`src/rtl/mixer_sequencer.sv`:
```
// Frame sequencer: polls voices 0..NUM_VOICES-1 per tick, pushes each sample into the mixer, hands the mix downstream.
// Optional build macro MIXER_SEQ_MUTE_MASK_EN adds i_mute, a per-slot mask that skips the voice request and pushes zero.
module mixer_sequencer #(
  parameter int NUM_VOICES  = 10,
  parameter int DATA_W      = 24,
  parameter int TIMEOUT_CYC = 15
) (
  input  logic                  clk,
  input  logic                  rst,
  input  logic                  i_tick,
  output logic                  o_voice_req,
  output logic [3:0]            o_voice_idx,
  input  logic                  i_voice_valid,
  input  logic [DATA_W-1:0]     i_voice_data,
  output logic                  o_mix_en,
  output logic [DATA_W-1:0]     o_mix_data,
  input  logic                  i_mix_rdy,
  input  logic [DATA_W-1:0]     i_mix_out,
  output logic [DATA_W-1:0]     o_sample,
  output logic                  o_sample_valid,
  input  logic                  i_sample_ready,
  output logic                  o_busy,
  output logic                  o_timeout,
  output logic                  o_overrun,
  input  logic                  i_clr_err,
`ifdef MIXER_SEQ_MUTE_MASK_EN
  input  logic [NUM_VOICES-1:0] i_mute,
`endif
  output logic [2:0]            o_dbg_state
);

  typedef enum logic [2:0] {
    S_IDLE  = 3'd0,
    S_REQ   = 3'd1,
    S_WAIT  = 3'd2,
    S_PUSH  = 3'd3,
    S_DRAIN = 3'd4
  } state_t;

  localparam logic [3:0] LAST_IDX    = 4'(NUM_VOICES - 1);
  localparam logic [7:0] TIMEOUT_LIM = 8'(TIMEOUT_CYC);

  state_t             state_q, state_d;
  logic [3:0]         idx_q, idx_d;
  logic [7:0]         cnt_q, cnt_d;
  logic [7:0]         cnt_inc;
  logic [DATA_W-1:0]  data_q, data_d;
  logic [DATA_W-1:0]  sample_q, sample_d;
  logic               sample_valid_q, sample_valid_d;
  logic               timeout_q, timeout_d;
  logic               overrun_q, overrun_d;
  logic               timeout_set;
  logic               overrun_set;
  logic               slot_muted;

`ifdef MIXER_SEQ_MUTE_MASK_EN
  assign slot_muted = i_mute[idx_q];
`else
  assign slot_muted = 1'b0;
`endif

  // Output handshake: o_sample/o_sample_valid hold until i_sample_ready is
  // sampled high while valid; a new result loaded while still valid and not
  // being accepted overwrites the old one and raises o_overrun.
  always_comb begin
    state_d        = state_q;
    idx_d          = idx_q;
    cnt_d          = cnt_q;
    data_d         = data_q;
    sample_d       = sample_q;
    sample_valid_d = sample_valid_q;
    timeout_set    = 1'b0;
    overrun_set    = 1'b0;
    cnt_inc        = cnt_q + 8'd1;

    if (sample_valid_q && i_sample_ready) begin
      sample_valid_d = 1'b0;
    end

    case (state_q)
      S_IDLE: begin
        if (i_tick) begin
          state_d = S_REQ;
          idx_d   = 4'd0;
        end
      end
      S_REQ: begin
        cnt_d = 8'd0;
        if (slot_muted) begin
          data_d  = '0;
          state_d = S_PUSH;
        end else begin
          state_d = S_WAIT;
        end
      end
      S_WAIT: begin
        if (i_voice_valid) begin
          data_d  = i_voice_data;
          state_d = S_PUSH;
        end else begin
          cnt_d = cnt_inc;
          if (cnt_inc == TIMEOUT_LIM) begin
            data_d      = '0;
            timeout_set = 1'b1;
            state_d     = S_PUSH;
          end
        end
      end
      S_PUSH: begin
        if (idx_q == LAST_IDX) begin
          state_d = S_DRAIN;
        end else begin
          idx_d   = idx_q + 4'd1;
          state_d = S_REQ;
        end
      end
      S_DRAIN: begin
        if (i_mix_rdy) begin
          sample_d       = i_mix_out;
          sample_valid_d = 1'b1;
          overrun_set    = sample_valid_q && !i_sample_ready;
          state_d        = S_IDLE;
        end
      end
      default: begin
        state_d = S_IDLE;
      end
    endcase

    // The tick is seen by the state register, so a tick on the DRAIN->IDLE edge is dropped too.
    if (i_tick && (state_q != S_IDLE)) begin
      overrun_set = 1'b1;
    end

    timeout_d = timeout_q;
    overrun_d = overrun_q;
    if (i_clr_err) begin
      timeout_d = 1'b0;
      overrun_d = 1'b0;
    end
    if (timeout_set) timeout_d = 1'b1;
    if (overrun_set) overrun_d = 1'b1;
  end

  always_ff @(posedge clk or posedge rst) begin
    if (rst) begin
      state_q        <= S_IDLE;
      idx_q          <= 4'd0;
      cnt_q          <= 8'd0;
      data_q         <= '0;
      sample_q       <= '0;
      sample_valid_q <= 1'b0;
      timeout_q      <= 1'b0;
      overrun_q      <= 1'b0;
    end else begin
      state_q        <= state_d;
      idx_q          <= idx_d;
      cnt_q          <= cnt_d;
      data_q         <= data_d;
      sample_q       <= sample_d;
      sample_valid_q <= sample_valid_d;
      timeout_q      <= timeout_d;
      overrun_q      <= overrun_d;
    end
  end

  assign o_voice_req    = (state_q == S_REQ) && !slot_muted;
  assign o_voice_idx    = idx_q;
  assign o_mix_en       = (state_q == S_PUSH);
  assign o_mix_data     = data_q;
  assign o_sample       = sample_q;
  assign o_sample_valid = sample_valid_q;
  assign o_busy         = (state_q != S_IDLE);
  assign o_timeout      = timeout_q;
  assign o_overrun      = overrun_q;
  assign o_dbg_state    = state_q;

endmodule

```
`config.mk`:
```
export PLATFORM = sky130hd
export DESIGN_NAME = mixer_sequencer
export DESIGN_NICKNAME = d
export VERILOG_FILES = /design/src/rtl/mixer_sequencer.sv
export SDC_FILE = /design/constraint.sdc
export NUM_CORES = 1
export LEC_CHECK = 0
export BUFFER_PORTS_ARGS = -buffer_cell sky130_fd_sc_hd__buf_2
export CAP_MARGIN = 10
export CORE_ASPECT_RATIO = 2
export CORE_MARGIN = 2
export CORE_UTILIZATION = 48
export DETAILED_ROUTE_END_ITERATION = 8
export PLACE_DENSITY = 0.78
export SLEW_MARGIN = 0
export SYNTH_ARGS = -nofsm -noshare
export SYNTH_HDL_FRONTEND = slang
export SYNTH_SLANG_ARGS = --single-unit
```
`constraint.sdc`:
```
create_clock -name clk -period 4.6 [get_ports clk]
set_input_delay 0.46 -clock clk [delete_from_list [all_inputs] [get_ports clk]]
set_output_delay 0.46 -clock clk [all_outputs]
set_load 0.01 [all_outputs]
```
* Word level (Yosys, flattened, before mapping)
Cells that the tools add are included. Widths: inputs -> output; s select.
Storage, ports and cells: register bits after elaboration 66, input bits 55, output and inout bits 61, logic and storage cells 62
Cells by class: add/sub/neg operators 2, equality and inequality tests 11, muxes and demuxes 25, reductions and logical operators 16
Operators with widths (count):
- $mux 24 | 2
- $pmux 8 s2 | 1
- $mux 3 | 5
- $pmux 3 s5 | 1
- $mux 1 | 12
- $reduce_bool 2->1 | 5
- $add 8x1->8 const B | 1
- $eq 8x4->1 const B | 1
- $mux 4 | 2
- $mux 8 | 1
- $ne 2x2->1 const B | 4
- $pmux 4 s2 | 1
- $eq 3x2->1 const B | 2
- $reduce_and 2->1 | 3
- $reduce_and 3->1 | 2
- $add 4x1->4 const B | 1
- $eq 4x4->1 const B | 1
- $eq 3x1->1 const B | 1
- $eq 3x3->1 const B | 1
- $logic_and 1x1->1 | 3
- $logic_not 3->1 | 1
- $ne 3x3->1 const B | 1
- $reduce_bool 3->1 | 1
- $logic_not 1->1 | 1

* Longest topological paths before layout
Gate-level depths: netlist (run 1).
word-level depth 6, gate-level depth with buffers 7, depth with buffers taken out 6

* Least setup slack after synthesis (run 1)
No wires, ideal clock.
path type flip-flop to flip-flop, from register state_q[1], in the netlist o_dbg_state[1], to register sample_q[10], in the netlist o_sample[10], setup time 0.125 ns, arrival time 1.521 ns, setup slack 2.954 ns, stages on the path, launching flop included 7, path buffers 3, clock period less this slack 1.646 ns, path through dfrtp_1 buf_2 nor2_1 and3_1 buf_2 buf_6 mux2_2
Between the ends: word-level cells in the longest chain between the ends 2
Ends and longest elaborated chain:
- start: declaration | RTL line 43 | state_t state_q, state_d;
- start signal: assignment | RTL line 156 | state_q <= state_d;
- $eq 3x3->1 | RTL line 80 | case (state_q)
- $reduce_and 2->1 (no line)
- end signal: assignment | RTL line 160 | sample_q <= sample_d;
- end: declaration | RTL line 48 | logic [DATA_W-1:0] sample_q, sample_d;
Every way passes these cells. A chain may end at the register's enable or synchronous reset.

* Worst setup path after layout (run 1)
from register state_q[0], in the netlist o_dbg_state[0], to register sample_q[18], in the netlist o_sample[18]
The elaborated chain is that of the path after synthesis.

==> results of run 1 <==
==> report_power, final <==
group / total [mW] / internal [mW] / switching, mW
Clock: 0.602 / 0.362 / 0.240
Combinational: 0.784 / 0.361 / 0.423
Sequential: 0.915 / 0.758 / 0.158
==> path summary, 6_finish.rpt <==
kind	cells after the start	to	slack [ns]
worst max-delay path	3	o_sample[18]	2.42
worst min-delay path	2	o_dbg_state[2]	0.33
worst max register to register	3	o_sample[18]	2.42
worst min register to register	1	cnt_q[7]	0.49
max in group asynchronous	3	o_mix_data[14]	3.68
min in group asynchronous	3	o_sample[14]	0.37
==> cells by family (layout without fill, tap and decap cells) <==
family	Yosys count	in the layout	share of synthesized area [%]
xor+xnor	5	5	1.40
buf+inv	30	143	4.90
mux	25	25	8.93
simple gates	96	96	18.3
fa+ha+maj	4	4	1.59
flops	66	66	52.6
compound gates	70	70	12.2
==> registers in the layout, summed over array words and instances (netlist names) <==
signal          cells
o_sample_valid      1
o_voice_idx         4
o_dbg_state         3
o_overrun           1
o_timeout           1
cnt_q               8
o_mix_data         24
o_sample           24
==> per-layer routing <==
layer | wire length, um | global-route usage, % | part of all wire, % | vias up
met2 | 4100 | 35.4 | 55 | 78
met1 | 2740 | 25.0 | 37 | 1238
met3 | 321 | 4.05 | 4.3 | 19
met5 | 0 | 0 | 0 | -
met4 | 274 | 12.4 | 3.7 | 0
li1 | - | - | - | 1253
==> layout make-up <==
type	count	area (sq um)	area share, %
Inverter	9	33.8	0.846
Timing Repair Buffer	118	602	15.1
Clock inverter	5	31.3	0.783
Tap cell	86	108	2.70
Clock buffer	11	233	5.83
Sequential cell	66	1650	41.4
Multi-Input combinational cell	200	1330	33.4
==> placed cells by master, fill, tap and decap left out, drive strengths merged, types with 7 or more instances in the layout <==
| master | n |
|---|---|
| clkbuf | 11 |
| mux2 | 24 |
| and3 | 27 |
| o21ai | 34 |
| dfrtp | 66 |
| nand3 | 7 |
| nor2 | 7 |
| nand2b | 26 |
| inv | 9 |
| a21oi | 27 |
| buf | 118 |
| nand2 | 11 |
==> per-stage QoR <==
stage | power [mW] | hold WS (ns)
after floorplan | 1.42 | 0.439
after global placement | 1.67 | 0.461
after detailed placement | 1.70 | 0.466
after CTS | 2.32 | 0.321
after global routing | 2.47 | 0.342
final | 2.30 | 0.327
==> metrics.cfg, run 1 <==
[run_status]
status=finished clean

[timing]
skew_ns=0.00530
tightest_slew_ns=1.07
finalSetupViolations=0
fin_crit_ns=2.18
timing.final.hold_violations=0
setup-tns-final_ns=0
drv_slew=0
fmax_ghz=0.458
setup_ws_ns=2.42
grt_setup_unrepaired=no
fin_crit_sh_pct=47.5
maxSlewHeadroom_pct=28.6

[placed_design]
port_buffers=115
pre_cts_ws_ns=2.42
dpl.hpwl_um=5250
placed_cells=478
place.gp.congestion=0.801
placed_area_sq_um=3720

[clock_tree]
cts_buffers=9
post_cts_resized=0
cts_htree_levels=3
clock_sinks=66
cts_tree=done
cts_root_buffer=clkbuf_16
clock_latency_ns=0.33
cts_buffer_depth=2
cts_setup_buffers=0
cts_hold_buffers=0
clkTransAtPathRegs_ns=0.05

[grt]
grt_pass1_vias=2471
grt_max_degree=67
grtUsageTotal_pct=21.6
antenna_found_initial=0
grt.overflow.total=0
grt_pass1_wl_um=11800

[min_path]
hold_class=in2reg
hold_start=i_mix_rdy

[yosys]
ys.warnings.count=0
async_flop_share_pct=100
synth.avg_cell_area_sq_um=10.6
yosysSeqAreaShare_pct=52.6
synth_edf_count=0
ys_types=43
synthesis.nets=355
synth_ff_type=dfrtp_1
syn_inst=296
netlist.area_leader.share_pct=52.6
ys_top_cells_by_area=dfrtp_1 (53%), mux2_2 (8.6%), and3_1 (5.2%)
synth_most_common_cell=dfrtp_1
yosys.area.top_type=dfrtp_1
synth_common_cells=dfrtp_1 (66), a21oi_1 (27), and3_1 (26), nand2b_1 (26), o21ai_0 (26)
synth-seq-cells=66
syn_area_sq_um=3140

[drt]
drt-initial-drc-count=153
ant_nets=0
route.detailed.drc=0
vias=2588
drt_wl_total_um=7440
wl_per_cell_um=15.0
drt_first_pass_iters=5
via_per_inst=5.23

[floorplanning]
dieArea_sq_um=7240
rows=41
die_h_um=118
core_sq_um=6310
initial_utilization_pct=49.8
die_x_um=61.2
ios=116

[finish]
fillCellCount=542
diodes=0
syn_to_final_growth_pct=27.2
final_nets=463
finish.utilization_pct=63.3
final_design_area_no_fill_sq_um=3990
final_cells=495
drive_above_1_share_pct=40.3

[setup_path]
critPathLaunch=o_dbg_state[0]
crit_buf_inv=0
required_ns=4.81
regToRegStartpoint=o_dbg_state[0]
crit_chain=nor2_1, and3_1, mux2_2
critPathMaxFanout=26
critPathArrivalTime_ns=2.40
critical_path.top_delay_family=simple AND/OR/NAND/NOR gates
critPathSlowestCell=and3_1
slowest_delay_ns=0.90
worst_setup_path_start_kind=register
end_kind=register
worstSetupPathType=reg2reg

[job]
maxCapViolations=0

[power_and_ir_drop]
p_leak_nw=2.03
ir_drop_mv=0.367
cellPowerDensity_nw_per_um2=577

Power figures use the tool's default switching activity.
==> inputs of run 2 (changes only) <==
clock period = 2.1 ns   (was 4.6 ns; I/O delays follow)
==> run 2 against run 1 <==
Total power grew 120%. Wire length rose by 0.52%. Largest power group unchanged. Core utilization grew 0.71 points. Register-to-register slack lost 2.2 ns. Clock-buffer cell count rose by 1.
==> metrics.cfg, run 2 (synthesis results as in run 1) <==
[run_status]
status=finished clean

[clock_tree]
cts_tree=done
clock_sinks=66
cts_buffers=9
cts_setup_buffers=0
cts_htree_levels=3
clock_latency_ns=0.32
cts_root_buffer=clkbuf_16
clkTransAtPathRegs_ns=0.05
cts_buffer_depth=2

[floorplanning]
die_h_um=118
core_sq_um=6310
initial_utilization_pct=49.8
ios=116
rows=41
dieArea_sq_um=7240
die_x_um=61.2

[finish]
final_nets=468
final_common_cell=buf_2
final_cell_mix=buf_2 (115), dfrtp_1 (66), a21oi_1 (27)
drive_above_1_share_pct=40.4
syn_to_final_growth_pct=28.6
final_cells=499
diodes=0
final_design_area_no_fill_sq_um=4040

[power_and_ir_drop]
p_leak_nw=2.06
ir_drop_mv=0.825
cellPowerDensity_nw_per_um2=1250
finalPower_mw=5.05

[setup_path]
worstSetupPathType=reg2out
crit_chain=buf_4, or3b_2, inv_1, buf_2
crit_buf_inv=3
critPathArrivalTime_ns=1.68
critical_path.top_delay_family=simple AND/OR/NAND/NOR gates
worst_setup_path_start_kind=register
slowest_delay_ns=0.48
required_ns=1.89
critPathMaxFanout=10
end_kind=output pin
critPathSlowestCell=or3b_2

[grt]
grt.overflow.total=0
grt_max_degree=52
grtUsageMet2_pct=36.5
grtUsageTotal_pct=22.3
use_met1_pct=25.8
busiest_layer=met2
grt_pass1_wl_um=12100
grt_use_met3_pct=4.05
grt_pass1_vias=2615
antenna_found_initial=0

[timing]
drv_slew=0
fin_crit_ns=1.89
setup_ws_ns=0.205
finalSetupViolations=0
fmax_ghz=0.528
skew_ns=0.00597
fin_crit_sh_pct=90.2
grt_setup_unrepaired=no
timing.final.hold_violations=0
tightest_slew_ns=0.753
maxSlewHeadroom_pct=49.7
setup-tns-final_ns=0

[drt]
drt_wl_total_um=7480
vias=2679
via_per_inst=5.37
drt-initial-drc-count=172
wl_per_cell_um=15.0
drt_first_pass_iters=5
route.detailed.drc=0
ant_nets=0

[placed_design]
dpl.hpwl_um=5280
pre_cts_ws_ns=0.150
place.gp.congestion=0.749
port_buffers=115
placed_cells=483
placed_area_sq_um=3770

[min_path]
hold_class=in2reg

[job]
maxCapViolations=0

-- run 2: cell type report --
| cell class | count | area [sq um] |
|---|---|---|
| clock buffers | 12 | 236 |
| clock inverters | 3 | 17.5 |
| fillers | 532 | 2270 |
| inverters | 9 | 33.8 |
| multi-input cells | 200 | 1340 |
| flip-flops and latches | 66 | 1650 |
| well taps | 86 | 108 |
| repair buffers | 123 | 651 |
-- run 2: report_power, final --
part	leakage (nW)	total, mW	switching (mW)	internal (mW)
Combinational	1.13	1.81	0.985	0.824
Clock	0.122	1.28	0.498	0.787
Sequential	0.805	1.96	0.300	1.66
-- run 2: worst paths after layout --
kind                                     start             end  slack [ns]  cells after the start
worst max-delay path            o_dbg_state[0]     o_voice_req        0.21                      4
worst min register to register        cnt_q[7]        cnt_q[7]        0.49                      1
min in group asynchronous                  rst     o_sample[9]        0.44                      3
worst max register to register        cnt_q[1]  o_mix_data[12]        0.24                      6
worst min-delay path                 i_mix_rdy  o_dbg_state[2]        0.09                      2
max in group asynchronous                  rst  o_voice_idx[2]        1.07                      4
-- run 2: worst register-to-register path, delay by kind of cell (launching register included) --
| family | cells | cell delay (ns) |
|---|---|---|
| flops | 1 | 0.41 |
| fa+ha+maj | 1 | 0.31 |
| simple gates | 2 | 0.38 |
| xor+xnor | 1 | 0.17 |
| compound gates | 1 | 0.15 |
| buf+inv | 1 | 0.30 |
-- run 2: metrics by stage --
stage                     hold WS, ns  util, %
after floorplan                 0.303        -
after global placement          0.205     59.7
after detailed placement        0.218     59.7
after CTS                      0.0794     63.9
after global routing           0.0824     64.0
final                          0.0856     64.0
-- run 2: routing by layer --
metal | wire length [um] | vias up | share of wire (%)
li1 | - | 1259 | -
met1 | 2820 | 1311 | 38
met2 | 4070 | 91 | 54
met3 | 313 | 18 | 4.2
met4 | 275 | 0 | 3.7
met5 | 0 | - | 0
-- run 2: repair_timing --
action / CTS / global route
hold endpoints to repair: 16 / 0
hold buffers: 1 / 0
gates resized for setup: 0 / 1
setup endpoints to repair: 0 / 17
